## src/rtl/gate2_pkg.sv

```systemverilog
// Shared definitions for the two-input gate self-test: FSM encoding, z bit
// positions and the golden output table indexed by {a,b}.
package gate2_pkg;

   typedef enum logic [1:0] {
      IDLE   = 2'd0,
      SETTLE = 2'd1,
      SAMPLE = 2'd2,
      DONE   = 2'd3
   } state_t;

   localparam int Z_W    = 6;
   localparam int Z_AND  = 0;
   localparam int Z_NAND = 1;
   localparam int Z_OR   = 2;
   localparam int Z_NOR  = 3;
   localparam int Z_XOR  = 4;
   localparam int Z_XNOR = 5;

   // Entry i is the fault-free z[5:0] for {a,b} = i.
   localparam logic [3:0][Z_W-1:0] EXP_Z = {
      6'b100101,   // 11
      6'b010110,   // 10
      6'b010110,   // 01
      6'b101010    // 00
   };

endpackage

```

## src/rtl/gate2_golden.sv

```systemverilog
// Combinational reference model of the gate block: {a,b} -> expected z.
module gate2_golden
   import gate2_pkg::*;
(
   input  logic           a,
   input  logic           b,
   output logic [Z_W-1:0] z_exp
);

   always_comb begin
      z_exp = EXP_Z[{a, b}];
   end

endmodule

```

## src/rtl/gate2_bist.sv

```systemverilog
// Self-test controller: walks {a,b} through 00..11, waits SETTLE_CYC cycles
// per vector, samples z once and accumulates mismatch results.
module gate2_bist
   import gate2_pkg::*;
#(
   parameter int SETTLE_CYC = 4,
   parameter int CNT_W      = 8
) (
   input  logic           clk,
   input  logic           rst_n,
   input  logic           start,
   input  logic [Z_W-1:0] z,
   output logic           a,
   output logic           b,
   output logic           busy,
   output logic           done,
   output logic           pass,
   output logic [2:0]     err_count,
   output logic [3:0]     fail_vec,
   output logic [Z_W-1:0] fail_gate
);

   localparam logic [CNT_W-1:0] CNT_LOAD = CNT_W'(SETTLE_CYC - 1);

   state_t           state_q, state_d;
   logic [CNT_W-1:0] cnt_q, cnt_d;
   logic [1:0]       idx_q, idx_d;
   logic             a_q, a_d, b_q, b_d;
   logic             busy_q, busy_d, done_q, done_d, pass_q, pass_d;
   logic [2:0]       err_q, err_d;
   logic [3:0]       fvec_q, fvec_d;
   logic [Z_W-1:0]   fgate_q, fgate_d;

   logic [Z_W-1:0]   z_exp;
   logic [Z_W-1:0]   mism;
   logic [2:0]       err_upd;

   gate2_golden u_golden (
      .a     (a_q),
      .b     (b_q),
      .z_exp (z_exp)
   );

   assign mism    = z ^ z_exp;
   assign err_upd = err_q + {2'b00, (mism != '0)};

   always_comb begin
      state_d = state_q;
      cnt_d   = cnt_q;
      idx_d   = idx_q;
      a_d     = a_q;
      b_d     = b_q;
      busy_d  = busy_q;
      done_d  = done_q;
      pass_d  = pass_q;
      err_d   = err_q;
      fvec_d  = fvec_q;
      fgate_d = fgate_q;
      case (state_q)
         IDLE, DONE: begin
            // A new run wipes every result of the previous one.
            if (start) begin
               state_d    = SETTLE;
               cnt_d      = CNT_LOAD;
               idx_d      = 2'd0;
               {a_d, b_d} = 2'b00;
               busy_d     = 1'b1;
               done_d     = 1'b0;
               pass_d     = 1'b0;
               err_d      = '0;
               fvec_d     = '0;
               fgate_d    = '0;
            end
         end
         SETTLE: begin
            if (cnt_q == '0) begin
               state_d = SAMPLE;
            end else begin
               cnt_d = cnt_q - 1'b1;
            end
         end
         SAMPLE: begin
            err_d = err_upd;
            if (mism != '0) begin
               fvec_d[idx_q] = 1'b1;
               fgate_d       = fgate_q | mism;
            end
            if (idx_q != 2'd3) begin
               idx_d      = idx_q + 2'd1;
               {a_d, b_d} = idx_q + 2'd1;
               cnt_d      = CNT_LOAD;
               state_d    = SETTLE;
            end else begin
               state_d = DONE;
               busy_d  = 1'b0;
               done_d  = 1'b1;
               pass_d  = (err_upd == '0);
            end
         end
         default: state_d = IDLE;
      endcase
   end

   always_ff @(posedge clk or negedge rst_n) begin
      if (!rst_n) begin
         state_q <= IDLE;
         cnt_q   <= '0;
         idx_q   <= '0;
         a_q     <= 1'b0;
         b_q     <= 1'b0;
         busy_q  <= 1'b0;
         done_q  <= 1'b0;
         pass_q  <= 1'b0;
         err_q   <= '0;
         fvec_q  <= '0;
         fgate_q <= '0;
      end else begin
         state_q <= state_d;
         cnt_q   <= cnt_d;
         idx_q   <= idx_d;
         a_q     <= a_d;
         b_q     <= b_d;
         busy_q  <= busy_d;
         done_q  <= done_d;
         pass_q  <= pass_d;
         err_q   <= err_d;
         fvec_q  <= fvec_d;
         fgate_q <= fgate_d;
      end
   end

   assign a         = a_q;
   assign b         = b_q;
   assign busy      = busy_q;
   assign done      = done_q;
   assign pass      = pass_q;
   assign err_count = err_q;
   assign fail_vec  = fvec_q;
   assign fail_gate = fgate_q;

endmodule

```

## config.mk

```make
export PLATFORM = sky130hd
export DESIGN_NAME = gate2_bist
export DESIGN_NICKNAME = d
export VERILOG_FILES = /design/src/rtl/gate2_pkg.sv /design/src/rtl/gate2_golden.sv /design/src/rtl/gate2_bist.sv
export SDC_FILE = /design/constraint.sdc
export NUM_CORES = 1
export LEC_CHECK = 0
export ABC_AREA = 1
export CAP_MARGIN = 15
export CORE_MARGIN = 5
export CORE_UTILIZATION = 60
export DETAILED_ROUTE_END_ITERATION = 10
export DONT_BUFFER_PORTS = 1
export GPL_TIMING_DRIVEN = 1
export PLACE_DENSITY_LB_ADDON = 0.15
export SLEW_MARGIN = 20
export SYNTH_ARGS = -nofsm -noshare
export SYNTH_HDL_FRONTEND = slang
export SYNTH_SLANG_ARGS = --single-unit
```

## constraint.sdc

```tcl
create_clock -name clk -period 2.75 [get_ports clk]
set_clock_uncertainty 0.05 [all_clocks]
set_input_delay 0.275 -clock clk [delete_from_list [all_inputs] [get_ports clk]]
set_output_delay 0.275 -clock clk [all_outputs]
set_load 0.01 [all_outputs]
```

=== Word-level counts from Yosys, hierarchy flattened ===
Cells that the tools add are included.

* Flip-flop bits (word level): 30
* Input port bits: 9
* Output and inout port bits: 18
* Logic and storage cells: 78

* Add/sub/neg operators: 3
* Magnitude comparators: 3
* Equal/unequal tests: 10
* Multiplexer cells: 35
* Bitwise logic cells: 3
* Reductions and logical operators: 13

{| class="wikitable"
|+ Operators with widths
! cell !! count
|-
| $mux W8 || 3
|-
| $pmux W8 S3 || 1
|-
| $mux W6 || 3
|-
| $ne A2 B2 Y1 const B || 7
|-
| $bmux W6 S2 || 1
|-
| $pmux W6 S2 || 1
|-
| $reduce_and A3 Y1 || 4
|-
| $mux W2 || 5
|-
| $pmux W1 S2 || 5
|-
| $logic_not A8 Y1 || 1
|-
| $mux W1 || 8
|-
| $mux W4 || 2
|-
| $pmux W4 S2 || 1
|-
| $sub A8 B1 Y8 const B || 1
|-
| $lt A2 B3 Y1 const B || 2
|-
| $or A6 B6 Y6 || 1
|-
| $pmux W2 S3 || 1
|-
| $pmux W3 S2 || 1
|-
| $reduce_bool A6 Y1 || 1
|-
| $xor A6 B6 Y6 || 1
|-
| $eq A2 B2 Y1 const B || 2
|-
| $or A4 B4 Y4 || 1
|-
| $pmux W2 S2 || 1
|-
| $reduce_and A2 Y1 || 2
|-
| other kinds (11) || 11
|}

=== Logic depth before layout (Yosys ltp) ===
* Depth after elaboration: 8
* Mapped depth: 13
* Mapped depth without buffers: 13

=== Modules after synthesis ===
Synthesis repeated with hierarchy kept, for this count alone.

* Cells, all modules: 239
* Area total of the unflattened synthesis: 1767.9 sq um

{| class="wikitable"
|+ By module, submodules not included
! module !! instances !! cells each !! area each (sq um) !! sequential area each (sq um)
|-
| gate2_bist || 1 || 230 || 1699.1 || 700.7
|-
| gate2_golden || 1 || 9 || 68.8 || 0.0
|}

=== Least setup slack after synthesis ===
No wires, ideal clock.

* Path kind: register to register
* From: register idx_q[1]
* To: register pass_q, in the netlist pass
* Setup time: 76 ps
* Arrival: 2081 ps
* Data required time: 2624 ps
* Slack: 543 ps
* Cell stages (with the launch flop): 11
* Path buffers: 0
* Clock period less this slack: 2207 ps
* Cell sequence: dfrtp_1 inv_1 ha_1 xor2_1 nor2_1 nand2_1 ha_1 ha_1 xnor2_1 nand4_1 o21ai_1

* Longest elaborated chain between the ends: 3

{| class="wikitable"
|+ Ends and longest elaborated chain
! what !! line !! text
|-
| from (decl) || gate2_bist.sv:27 || <nowiki>logic [1:0] idx_q, idx_d;</nowiki>
|-
| from (signal assigned) || gate2_bist.sv:120 || <nowiki>idx_q <= idx_d;</nowiki>
|-
| $ne A2 B2 Y1 || gate2_bist.sv:88 || <nowiki>if (idx_q != 2'd3) begin</nowiki>
|-
| $ne A2 B2 Y1 (no source line) || - ||
|-
| $reduce_and A3 Y1 (no source line) || - ||
|-
| to (signal assigned) || gate2_bist.sv:125 || <nowiki>pass_q <= pass_d;</nowiki>
|-
| to (decl) || gate2_bist.sv:29 || <nowiki>logic busy_q, busy_d, done_q, done_d, pass_q, pass_d;</nowiki>
|}

Every way passes these cells.
A chain may end at the register's enable or synchronous reset.

=== Final worst setup path ===
* From: register idx_q[0]
* To: register pass_q, in the netlist pass

The elaborated chain is that of the path after synthesis.

==> run summary <==
The met3 routed wirelength came out at 253 µm. The number of buffers on the longest clock path came out at 2. The core region is 2710 µm².

The cell area after layout came out at 1772 µm². The count of buffers added on input and output ports is 0. The number of vias per cell is 5.393. The clock net sink count came out at 28.

Entering global routing, the biggest net connects 29 pins. The flop and latch count out of synthesis came out at 28. Averaged over all synthesized cells, the footprint is 7.680 µm². The gate count of the mapped netlist is 217. Clock-pin slew was measured on the worst setup and hold paths at 0.16 ns. The number of max-cap violations came out at 0.

Summed over all nets, wire length on met2 after detailed routing comes to 1496 µm. The met1 routed wirelength after detailed routing came out at 1552 µm. Final hold analysis gives a worst-case slack of 0.1518 ns. Of all nets on the critical path, the largest fanout is 7. The fraction of layout cells with a size suffix above 1 is 8.145%. The number of global-route vias before repair came out at 1,275. The largest vdd supply drop came out at 569.7 µV. In this run the cell area measured after placement is 1689 µm². The detailed router placed 1,359 vias in this run. In the global route stage, overall resource usage came out at 18.25%. Summed over all cells, the static leakage comes to 0.0009480 µW.

The area growth from synthesis to layout is 6.306%. The required time reported for the critical path endpoint came out at 2.96 ns. Registers are responsible for 36.5% of the overall power. The TritonCTS buffer count is 3. The worst hold path belongs to the class input pin to flip-flop. The total count of hold-check failures in the final report came out at 0. The part of the power in combinational logic is 49.0%.

The clock latency on the worst-skew pair came out at 0.33 ns. The floorplan step set the die width to 62.71 µm. The initial core utilization came out at 61.50%. The post-placement cell count came out at 246.

The first-iteration detailed-routing DRC count is 121. The count of H-tree levels built during CTS came out at 1. The largest single stage delay on the critical path is 0.55 ns. The non-filler instance count after layout is 252. The worst-case headroom to the max-slew limit came out at 68.36%. Traced cell by cell, the critical path runs through inv_1, ha_1, xor2_1, nor2_1, nand2_1, ha_1, ha_1, xnor2_1, nand4_1, o21ai_1. The number of antenna repair diodes came out at 0.

The post-CTS setup repair buffer count came out at 0. The overall power of the completed layout came out at 1897 µW. The net count after synthesis is 239. The data arrival time at the worst-slack endpoint came out at 2.72 ns.

The floorplan step set the die height to 62.71 µm. The number of hold buffers added after CTS was 2. The period utilization is 91.05%. The post-route DRC violation count came out at 0. The post-route antenna net violation count came out at 0. The floorplan has 19 rows. Synthesis instantiated 24 different standard cells from the library. The initial antenna violation count was 0.

The most common cell after layout, fill and taps aside is nand2_1. The worst setup path is of the flip-flop to flip-flop kind. The first detailed-routing pass took 4 iterations. The number of resized instances in the post-cts repair step is 0. The aggregate global routing overflow is 0. The flow ran to the end, and the final reports show no timing, DRC or antenna violations. The total power density per cell area came out at 1071 nW/µm². Static timing analysis puts the maximum clock frequency at 399.4 MHz. The final critical-path required period came out at 2.504 ns.

The netlist area before placement is 1667 µm². On the critical path, the stage with the largest delay is an instance of dfrtp_1. In the layout the commonest cells are nand2_1 (66), dfrtp_1 (28), inv_1 (27). Setup repair after global routing left no endpoint under its margin. STA classifies the critical path endpoint as a flip-flop. The half-perimeter wire length of the detailed placement result is 2571 µm. Routability-driven placement finished with a final weighted congestion of 0.8413. The clock root buffer master is clkbuf_4. Net switching is 47.29% of the power.

The pin slew with the least headroom to its limit is 0.4746 ns. The I/O pin total came out at 27. STA classifies the critical path startpoint as a flip-flop.

The portion of total power attributed to the clock network came out at 14.5%. The CTS tree is yes. The total count of max-transition violations in the final report is 0. The average wire per standard cell came out at 13.23 µm.

Setup violations remaining at the end of the flow were counted as 0. The internal power component is 999.6 µW. The number of warning messages in the yosys log came out at 0. For this run, the register share of the synthesized area comes to 42.04%. The net count of the finished layout is 244. The sum of routed wire length over all layers is 3334 µm. The area enclosed by the die boundary came out at 3932 µm². The wire length of the first global-routing pass is 5954 µm.

The final sum of negative setup slack is 0 ns. The highest metal layer carrying signal wires in the routed design is met4. The switching power came out at 897.0 µW. The most numerous cell type found on the critical path is ha_1.
worst paths after layout:
check	startpoint	end	slack, ns	cells past startpoint
max	idx_q[0]$_DFFE_PN0P_	pass$_DFFE_PN0P_	0.25	10
min in group asynchronous	rst_n	err_count[1]$_DFFE_PN0P_	0.31	2
min reg2reg	cnt_q[6]$_DFFE_PN0P_	cnt_q[6]$_DFFE_PN0P_	0.51	2
max in group asynchronous	rst_n	fail_vec[3]$_DFFE_PN0P_	2.19	2
max reg2reg	idx_q[0]$_DFFE_PN0P_	pass$_DFFE_PN0P_	0.25	10
min	z[3]	fail_gate[3]$_DFFE_PN0P_	0.15	3
per-stage QoR:
| stage | util, % | worst slack (ns) |
|---|---|---|
| detailed placement | 62.33 | 0.2892 |
| CTS | 65.37 | 0.2401 |
| finish | 65.37 | 0.2461 |
| floorplan | - | 0.5431 |
| global placement | 62.33 | 0.4290 |
| global route | 65.37 | 0.01386 |
cell type report:
cell class | count | area [µm²]
repair buffers | 2 | 30.03
clock inverters | 1 | 30.03
well taps | 31 | 38.79
fillers | 219 | 938.4
multi-input cells | 156 | 833.3
flip-flops and latches | 28 | 700.7
clock buffers | 3 | 22.52
inverters | 31 | 116.4
state kept, by name, summed over array words and instances (netlist names):
signal     cells
busy           1
cnt_q          8
done           1
err_count      3
fail_gate      6
fail_vec       4
idx_q          2
pass           1
state_q        2
cell families (layout without fill, tap and decap cells):
| logic type | Yosys count | count (layout) | synth area share, % |
|---|---|---|---|
| compound gates | 22 | 22 | 7.358 |
| xor+xnor | 6 | 6 | 3.153 |
| fa+ha+maj | 13 | 13 | 9.760 |
| buf+inv | 33 | 37 | 7.958 |
| flops | 28 | 28 | 42.04 |
| simple gates | 115 | 115 | 29.73 |
cell usage after synthesis, drive strengths merged:
master | number | area share (%)
o31ai | 1 | 0.45
nand3 | 12 | 4.2
a31oi | 2 | 0.75
or2 | 2 | 0.75
dfrtp | 28 | 42
nor2 | 27 | 6.7
a21oi | 2 | 0.60
xnor2 | 2 | 1.1
nand2 | 67 | 16
ha | 13 | 9.8
inv | 31 | 7.0
nand4 | 6 | 2.3
xor2 | 4 | 2.1
nor3 | 1 | 0.30
o21ai | 17 | 5.6
buf | 2 | 0.98
metal layers:
metal | up-vias | GRT usage, %
met4 | 0 | 4.509
li1 | 690 | -
met5 | - | 0
met1 | 631 | 25.94
met2 | 34 | 27.46
met3 | 4 | 5.036
critical path, delay by kind of cell (launching register included):
kind	cells	cell delay [ns]
flops	1	0.55
buf+inv	1	0.13
fa+ha+maj	3	0.76
compound gates	1	0.16
simple gates	3	0.41
xor+xnor	2	0.37
power groups by stage:
stage	sequential (µW)	combinational (µW)	clock, µW
after detailed placement	704	906	0
after global routing	715	1070	302
after floorplan	672	771	0
final	693	929	275
after CTS	694	924	281
after global placement	698	872	0
Note: power is estimated with default switching activity, not from simulation.
